===== src/rtl/multi_edge_detect_if.sv =====
// Signal bundle for the multi-channel edge detector: raw inputs and controls
// towards the detector, per-channel pulse/status flags back from it.
interface multi_edge_detect_if #(
  parameter int CHANNELS = 4
);
  logic [CHANNELS-1:0] in;
  logic [1:0]          mode;
  logic [CHANNELS-1:0] clr_missed;
  logic [CHANNELS-1:0] out;
  logic [CHANNELS-1:0] busy;
  logic [CHANNELS-1:0] missed;

  modport master (
    output in, mode, clr_missed,
    input  out, busy, missed
  );

  modport slave (
    input  in, mode, clr_missed,
    output out, busy, missed
  );
endinterface


===== src/rtl/multi_edge_detect.sv =====
// Multi-channel edge detector: synchronised inputs, selectable edge polarity,
// one-cycle pulse per edge followed by a TIMEOUT-cycle holdoff with a sticky missed flag.
module multi_edge_detect #(
  parameter int CHANNELS    = 4,
  parameter int TIMEOUT     = 20,
  parameter int SYNC_STAGES = 2,
  parameter int CTR_WIDTH   = $clog2(TIMEOUT + 1)
) (
  input logic                clk,
  input logic                n_reset,
  multi_edge_detect_if.slave bus
);

  typedef enum logic [1:0] {
    IDLE    = 2'b00,
    ASSERT  = 2'b01,
    HOLDOFF = 2'b10
  } state_t;

  localparam logic [CTR_WIDTH-1:0] CTR_LAST = CTR_WIDTH'(TIMEOUT - 1);

  logic [CHANNELS-1:0] sync_reg [SYNC_STAGES];
  logic [CHANNELS-1:0] prev_reg;
  logic [CHANNELS-1:0] rise;
  logic [CHANNELS-1:0] fall;
  logic [CHANNELS-1:0] qual;
  logic [CHANNELS-1:0] out_vec;
  logic [CHANNELS-1:0] busy_vec;
  logic [CHANNELS-1:0] missed_vec;

  always_ff @(posedge clk or negedge n_reset) begin
    if (!n_reset) begin
      for (int k = 0; k < SYNC_STAGES; k++) begin
        sync_reg[k] <= '0;
      end
      prev_reg <= '0;
    end else begin
      sync_reg[0] <= bus.in;
      for (int k = 1; k < SYNC_STAGES; k++) begin
        sync_reg[k] <= sync_reg[k-1];
      end
      prev_reg <= sync_reg[SYNC_STAGES-1];
    end
  end

  assign rise = sync_reg[SYNC_STAGES-1] & ~prev_reg;
  assign fall = ~sync_reg[SYNC_STAGES-1] & prev_reg;

  // Mode is applied to the edge seen this cycle, so a change affects only later edges.
  always_comb begin
    qual = '0;
    case (bus.mode)
      2'b00:   qual = rise;
      2'b01:   qual = fall;
      2'b10:   qual = rise | fall;
      default: qual = '0;
    endcase
  end

  for (genvar gi = 0; gi < CHANNELS; gi++) begin : g_chan
    state_t               state_reg;
    state_t               state_next;
    logic [CTR_WIDTH-1:0] ctr_reg;
    logic [CTR_WIDTH-1:0] ctr_next;
    logic                 missed_reg;
    logic                 missed_next;

    always_ff @(posedge clk or negedge n_reset) begin
      if (!n_reset) begin
        state_reg  <= IDLE;
        ctr_reg    <= '0;
        missed_reg <= 1'b0;
      end else begin
        state_reg  <= state_next;
        ctr_reg    <= ctr_next;
        missed_reg <= missed_next;
      end
    end

    always_comb begin
      state_next  = IDLE;
      ctr_next    = '0;
      missed_next = missed_reg;
      case (state_reg)
        IDLE: begin
          if (qual[gi]) begin
            state_next = ASSERT;
          end
        end
        ASSERT: begin
          state_next = HOLDOFF;
        end
        HOLDOFF: begin
          if (ctr_reg != CTR_LAST) begin
            state_next = HOLDOFF;
            ctr_next   = ctr_reg + CTR_WIDTH'(1);
          end
        end
        default: begin
          state_next = IDLE;
        end
      endcase
      // Set is evaluated after clear so a dropped edge always leaves a trace.
      if (bus.clr_missed[gi]) begin
        missed_next = 1'b0;
      end
      if (qual[gi] && (state_reg == ASSERT || state_reg == HOLDOFF)) begin
        missed_next = 1'b1;
      end
    end

    assign out_vec[gi]    = (state_reg == ASSERT);
    assign busy_vec[gi]   = (state_reg != IDLE);
    assign missed_vec[gi] = missed_reg;
  end

  assign bus.out    = out_vec;
  assign bus.busy   = busy_vec;
  assign bus.missed = missed_vec;

endmodule


===== src/flat_wrapper.sv =====
// flat-port wrapper written by rule: the top's interface ports become plain ports
module multi_edge_detect_flat 
#(
  parameter int CHANNELS    = 4,
  parameter int TIMEOUT     = 20,
  parameter int SYNC_STAGES = 2,
  parameter int CTR_WIDTH   = $clog2(TIMEOUT + 1)
)
  (clk, n_reset, bus_in, bus_mode, bus_clr_missed, bus_out, bus_busy, bus_missed);
  multi_edge_detect_if #(.CHANNELS(CHANNELS)) bus_i ();
  input logic clk;
  input logic n_reset;
  input wire logic [$bits(bus_i.in)-1:0] bus_in;
  input wire logic [$bits(bus_i.mode)-1:0] bus_mode;
  input wire logic [$bits(bus_i.clr_missed)-1:0] bus_clr_missed;
  output wire logic [$bits(bus_i.out)-1:0] bus_out;
  output wire logic [$bits(bus_i.busy)-1:0] bus_busy;
  output wire logic [$bits(bus_i.missed)-1:0] bus_missed;
  assign bus_i.in = bus_in;
  assign bus_i.mode = bus_mode;
  assign bus_i.clr_missed = bus_clr_missed;
  assign bus_out = bus_i.out;
  assign bus_busy = bus_i.busy;
  assign bus_missed = bus_i.missed;
  multi_edge_detect #(.CHANNELS(CHANNELS), .TIMEOUT(TIMEOUT), .SYNC_STAGES(SYNC_STAGES), .CTR_WIDTH(CTR_WIDTH)) u_core (.clk(clk), .n_reset(n_reset), .bus(bus_i));
endmodule

===== config.mk =====
export PLATFORM = sky130hd
export DESIGN_NAME = multi_edge_detect_flat
export DESIGN_NICKNAME = d
export VERILOG_FILES = /design/src/rtl/multi_edge_detect_if.sv /design/src/rtl/multi_edge_detect.sv /design/src/flat_wrapper.sv
export SDC_FILE = /design/constraint.sdc
export NUM_CORES = 1
export LEC_CHECK = 0
export BUFFER_PORTS_ARGS = -buffer_cell sky130_fd_sc_hd__buf_4
export CAP_MARGIN = 0
export CORE_UTILIZATION = 57
export CTS_BUF_LIST = sky130_fd_sc_hd__clkbuf_4 sky130_fd_sc_hd__clkbuf_8 sky130_fd_sc_hd__clkbuf_16
export CTS_CLUSTER_SIZE = 24
export DETAILED_ROUTE_END_ITERATION = 12
export PLACE_DENSITY_LB_ADDON = 0.15
export SYNTH_ARGS = -nofsm -noshare
export SYNTH_HDL_FRONTEND = slang
export SYNTH_SLANG_ARGS = --single-unit

===== constraint.sdc =====
create_clock -name clk -period 1.5 [get_ports clk]
set_input_delay 0.225 -clock clk [delete_from_list [all_inputs] [get_ports clk]]
set_output_delay 0.225 -clock clk [all_outputs]
set_load 0.005 [all_outputs]

### After elaboration in Yosys (flattened, before gate mapping)

Index checks and enable logic that the tools add are counted.

| storage, ports and cells | value |
|---|---|
| flip-flop bits (word level) | 44 |
| word-level logic and storage cells | 88 |

| operators by class | value |
|---|---|
| add/sub/neg operators | 4 |
| eq/ne operators | 14 |
| muxes and demuxes | 29 |
| bitwise operators | 5 |
| reduce and logical (&&, ||, !) cells | 21 |

Operator list:

| operator | number |
|---|---|
| 2-to-1 mux 5 bit | 8 |
| one-hot mux 2 bit (3 select lines) | 4 |
| adder 5 x 1 -> 5 bit (second input constant) | 4 |
| != test 5 bit (second input constant) | 4 |
| nonzero test 2 bit | 8 |
| 2-to-1 mux 1 bit | 12 |
| one-hot mux 4 bit (3 select lines) | 1 |
| equality test 2 x 1 -> 1 bit (second input constant) | 5 |
| equality test 2 bit (second input constant) | 5 |
| logical NOT 2 bit | 5 |
| AND 4 bit | 2 |
| 2-to-1 mux 2 bit | 4 |
| NOT 4 bit | 2 |
| logical AND 1 bit | 4 |
| logical OR 1 bit | 4 |
| bitwise OR 4 bit | 1 |

### Logic depth before layout (Yosys ltp)

| logic depth | value |
|---|---|
| word-level depth | 6 |
| gate-level depth with buffers | 5 |
| mapped depth without buffers | 5 |

### Worst setup path after synthesis

Ideal clock, no wire load.

| timing | value |
|---|---|
| path type | register to register |
| from | register u_core.prev_reg[1] |
| to | register u_core.g_chan[1].state_reg[0] |
| library setup time | 94 ps |
| data arrival time | 1112 ps |
| path slack | 294 ps |
| stages on the path, launching flop included | 6 |
| clock period less this slack | 1206 ps |
| cells stage by stage | dfrtp_1 inv_1 ha_1 and2b_2 o21ai_0 a211oi_1 |

| between the ends | value |
|---|---|
| longest elaborated chain between the ends | 6 |
| elaborated cells between the ends (all ways) | 7 |

Ends and longest elaborated chain:

| element | line | RTL |
|---|---|---|
| from (decl) | multi_edge_detect.sv:23 | `logic [CHANNELS-1:0] prev_reg;` |
| from (signal assigned) | multi_edge_detect.sv:42 | `prev_reg <= sync_reg[SYNC_STAGES-1];` |
| NOT 4 bit | multi_edge_detect.sv:46 | `assign rise = sync_reg[SYNC_STAGES-1] & ~prev_reg;` |
| AND 4 bit | multi_edge_detect.sv:46 |  |
| bitwise OR 4 bit | multi_edge_detect.sv:55 | `2'b10: qual = rise \| fall;` |
| one-hot mux 4 bit (3 select lines) (*) | multi_edge_detect.sv:52 | `case (bus.mode)` |
| 2-to-1 mux 1 bit (*) | multi_edge_detect.sv:86 | `if (qual[gi]) begin` |
| one-hot mux 2 bit (3 select lines) (*) | multi_edge_detect.sv:84 | `case (state_reg)` |
| via u_core.g_chan[1].state_next[0] | multi_edge_detect.sv:62 | `state_t state_next;` |
| to (signal assigned) | multi_edge_detect.sv:74 | `state_reg <= state_next;` |
| to (decl) | multi_edge_detect.sv:61 | `state_t state_reg;` |

Mark *: on every way through the listed nets, which the timed path passes. The rest lies on a longest branch.
A chain may end at the register's enable or synchronous reset.

### Worst setup path after layout

| timing | value |
|---|---|
| from | register u_core.g_chan[1].state_reg[0] |
| to | output bus_busy[1] |

| between the ends | value |
|---|---|
| longest elaborated chain between the ends | 1 |

Ends and longest elaborated chain:

| element | line | RTL |
|---|---|---|
| nonzero test 2 bit | multi_edge_detect.sv:113 | `assign busy_vec[gi] = (state_reg != IDLE);` |
| to (decl) | flat_wrapper.sv:17 | `output wire logic [$bits(bus_i.busy)-1:0] bus_busy;` |

Every way passes these cells.

==> flow_summary_export.csv <==
group,metric,value,unit
yosys,synth_edf_count,0,
min_path,hold_end,"u_core.sync_reg[4]",
sta,min_period,1.37,ns
setup_path,worst_ep_required_time,1.27,ns
floorplan,die_w,63.6,um
sta,relSlewSlack,64.2,%
min_path,min_path_type,"in2reg",
power_and_ir_drop,cellLeakagePower,1.26,nW
routing,avgRoutedWirePerCell,12.3,um
setup_path,worst-r2r-cell-count,4,
cells_and_area,final_nets,261,
clocking,clk_path_buf_depth,2,
cells_and_area,stdcell_count,270,
place,gp_congestion,0.759,
setup_path,critPathKind,"reg2out",
clocking,cts_tree,"done",
yosys,synth_warnings,0,
floorplan,die_area,4050,um^2
sta,skew,0.00471,ns
sta,rsz0062_at_grt,"false",
grt,track_usage,19.0,%
yosys,synth_area_per_cell,11.1,um^2
cells_and_area,n_antenna_cell,0,
sta,final-max-slew-violation-count,0,
job,cap_violations,0,
sta,hold_viol,0,
sta,period_share,91.6,%
yosys,synth-main-ff-cell,"dfrtp_1",
sta,tightest_slew,0.536,ns
clocking,clk_pin_slew,0.08,ns
place,io_buffers,23,
clocking,cts.sinks,44,
yosys,ys_seq_area_share,50.9,%
setup_path,r2r_end,"u_core.g_chan[1].state_reg[1]",
routing,postRouteAntennaNets,0,
power_and_ir_drop,power-per-cell-area,1300,nW/um^2
setup_path,crit_path_max_fanout,3,
yosys,netlist_area,2160,um^2
min_path,hold_start,"bus_in[0]",
yosys,synth_seq_cells,44,
grt,first_global_vias,1365,
sta,whs,0.0360,ns
setup_path,r2r_setup_slack,0.14,ns
cells_and_area,drive_gt1_share,18.9,%
routing,drc,0,
floorplan,num_io_pins,24,
sta,clock.fmax,728,MHz
floorplan,rows,22,
sta,setup_viol,0,
cells_and_area,seq_area,1100,um^2
cells_and_area,fill_cells,269,
cells_and_area,multi_input_area,937,um^2
power_and_ir_drop,peakVddDrop,0.904,mV
yosys,async_flop_share,100,%
clocking,clk_latency,0.29,ns
setup_path,arrival,1.15,ns
min_path,min_path_cells,1,
setup_path,r2r-start,"u_core.g_chan[1].ctr_reg[0]",
clocking,cts_buffers,5,
routing,drt_first_pass_iters,4,
grt,grt_overflow,0,
grt,antenna_found_initial,0,
routing,drt_wl_total,3320,um
sta,tns,0,ns
place,dpl.hpwl,2430,um
place,dp_cells,262,
yosys,synth_cell_types,24,
yosys,synthCells,195,
setup_path,worstSetupEndpointType,"output pin",
floorplan,fp.coreArea,3660,um^2
clocking,htreeDepth,2,
grt,grt_pass1_wl,5770,um
yosys,syn-num-nets,234,
clocking,root_buffer,"clkbuf_8",
routing,drtIter0Drc,51,
grt,grt_max_degree,45,
cells_and_area,largest_reg_flops,20,
setup_path,cp-start-kind,"register",
floorplan,start_util,59.1,%
routing,vias,1347,
routing,viasPerCell,4.99,
setup_path,crit_path_start,"u_core.g_chan[1].state_reg[0]",
cells_and_area,area_delta_synth_final,13.8,%
floorplan,die_h,63.6,um
outcome,status,"completed",
-- layout by cell type, fill, tap and decap left out, types with 2 or more instances in the layout --
cell      Yosys  final
a211oi_1      2      2
a21oi_1       4      4
a31o_2        4      4
a32oi_1       2      2
and2_1        6      6
and2b_2       4      4
buf_4         4     23
clkbuf_8      0      5
dfrtp_1      44     44
ha_1         27     27
inv_1        27     27
mux2i_1       8      8
nand2_1      16     16
nand2b_1      6      6
nand3_1       8      8
nor2_1       11     11
o211ai_1      2      2
o21ai_0       2      2
o22ai_1       2      2
o31ai_2       2      3
or2_0         2      2
xnor2_1       8      8
-- repair_timing --
action | CTS | global route
gates resized for setup | 0 | 1
buffers inserted | 0 | 0
setup endpoints to repair | 0 | 1
hold endpoints to repair | 44 | 0
hold buffers | 1 | 0
-- layout make-up --
type	count	area share (%)
sequential	44	44.7
multi-input combinational	120	38.0
timing repair buffer	24	7.41
inverter	27	4.11
clock buffer	6	3.10
tap	48	2.44
clock inverter	1	0.203
-- worst max path at each step --
stage,end,depth (start not counted)
2_1_floorplan,u_core.g_chan[1].state_reg[0],5
3_3_place_gp,u_core.g_chan[3].missed_reg,4
3_5_place_dp,u_core.g_chan[3].state_reg[1],4
4_1_cts,bus_busy[2],4
5_1_grt,bus_busy[1],4
6_report,bus_busy[1],4
-- Yosys cell counts (all sizes together) (5+ instances only) --
library cell	n	share of area [%]
nand3	8	1.8
mux2i	8	3.7
and2	6	1.7
ha	27	16
dfrtp	44	51
nand2	16	2.8
nor2	11	1.9
xnor2	8	3.2
and2b	5	2.1
nand2b	6	1.7
inv	27	4.7
-- worst max-delay path, stage by stage, from the launching register on --
cell,delay (ns)
dfrtp_1,0.40
inv_1,0.12
ha_1,0.15
inv_1,0.05
buf_4,0.13
-- stage by stage --
| step | utilization [%] | cell area [um^2] | power (mW) | worst slack (ns) |
|---|---|---|---|---|
| floorplan | - | 2160 | 2.20 | 0.294 |
| detailed placement | 64.7 | 2370 | 2.54 | 0.123 |
| finish | 67.3 | 2460 | 3.21 | 0.126 |
| CTS | 67.2 | 2460 | 3.26 | 0.110 |
| global placement | 64.7 | 2370 | 2.46 | 0.219 |
| global route | 67.3 | 2460 | 3.48 | 0.0163 |
-- report_power, final --
| group | switching [mW] | leakage [nW] | total, mW | internal, mW |
|---|---|---|---|---|
| Sequential | 0.186 | 0.570 | 1.60 | 1.41 |
| Clock | 0.363 | 0.0445 | 0.698 | 0.334 |
| Combinational | 0.472 | 0.648 | 0.912 | 0.440 |
-- kinds of logic after synthesis --
kind of cell,share of synthesized area (%)
flip-flops,50.9
AO/OA/AOI/OAI,7.63
AND/OR/NAND/NOR,12.9
multiplexers,3.70
buffers and inverters,6.07
XOR/XNOR,3.24
adder cells (fa/ha/maj),15.6
-- per-layer routing --
metal / global-route usage (%) / vias up / share of wire (%)
li1: - / 678 / -
met1: 20.6 / 642 / 44
met2: 33.8 / 21 / 50
met3: 5.43 / 6 / 3.9
met4: 9.09 / 0 / 2.1
met5: 0 / - / 0
Note: power is estimated with default switching activity, not from simulation.
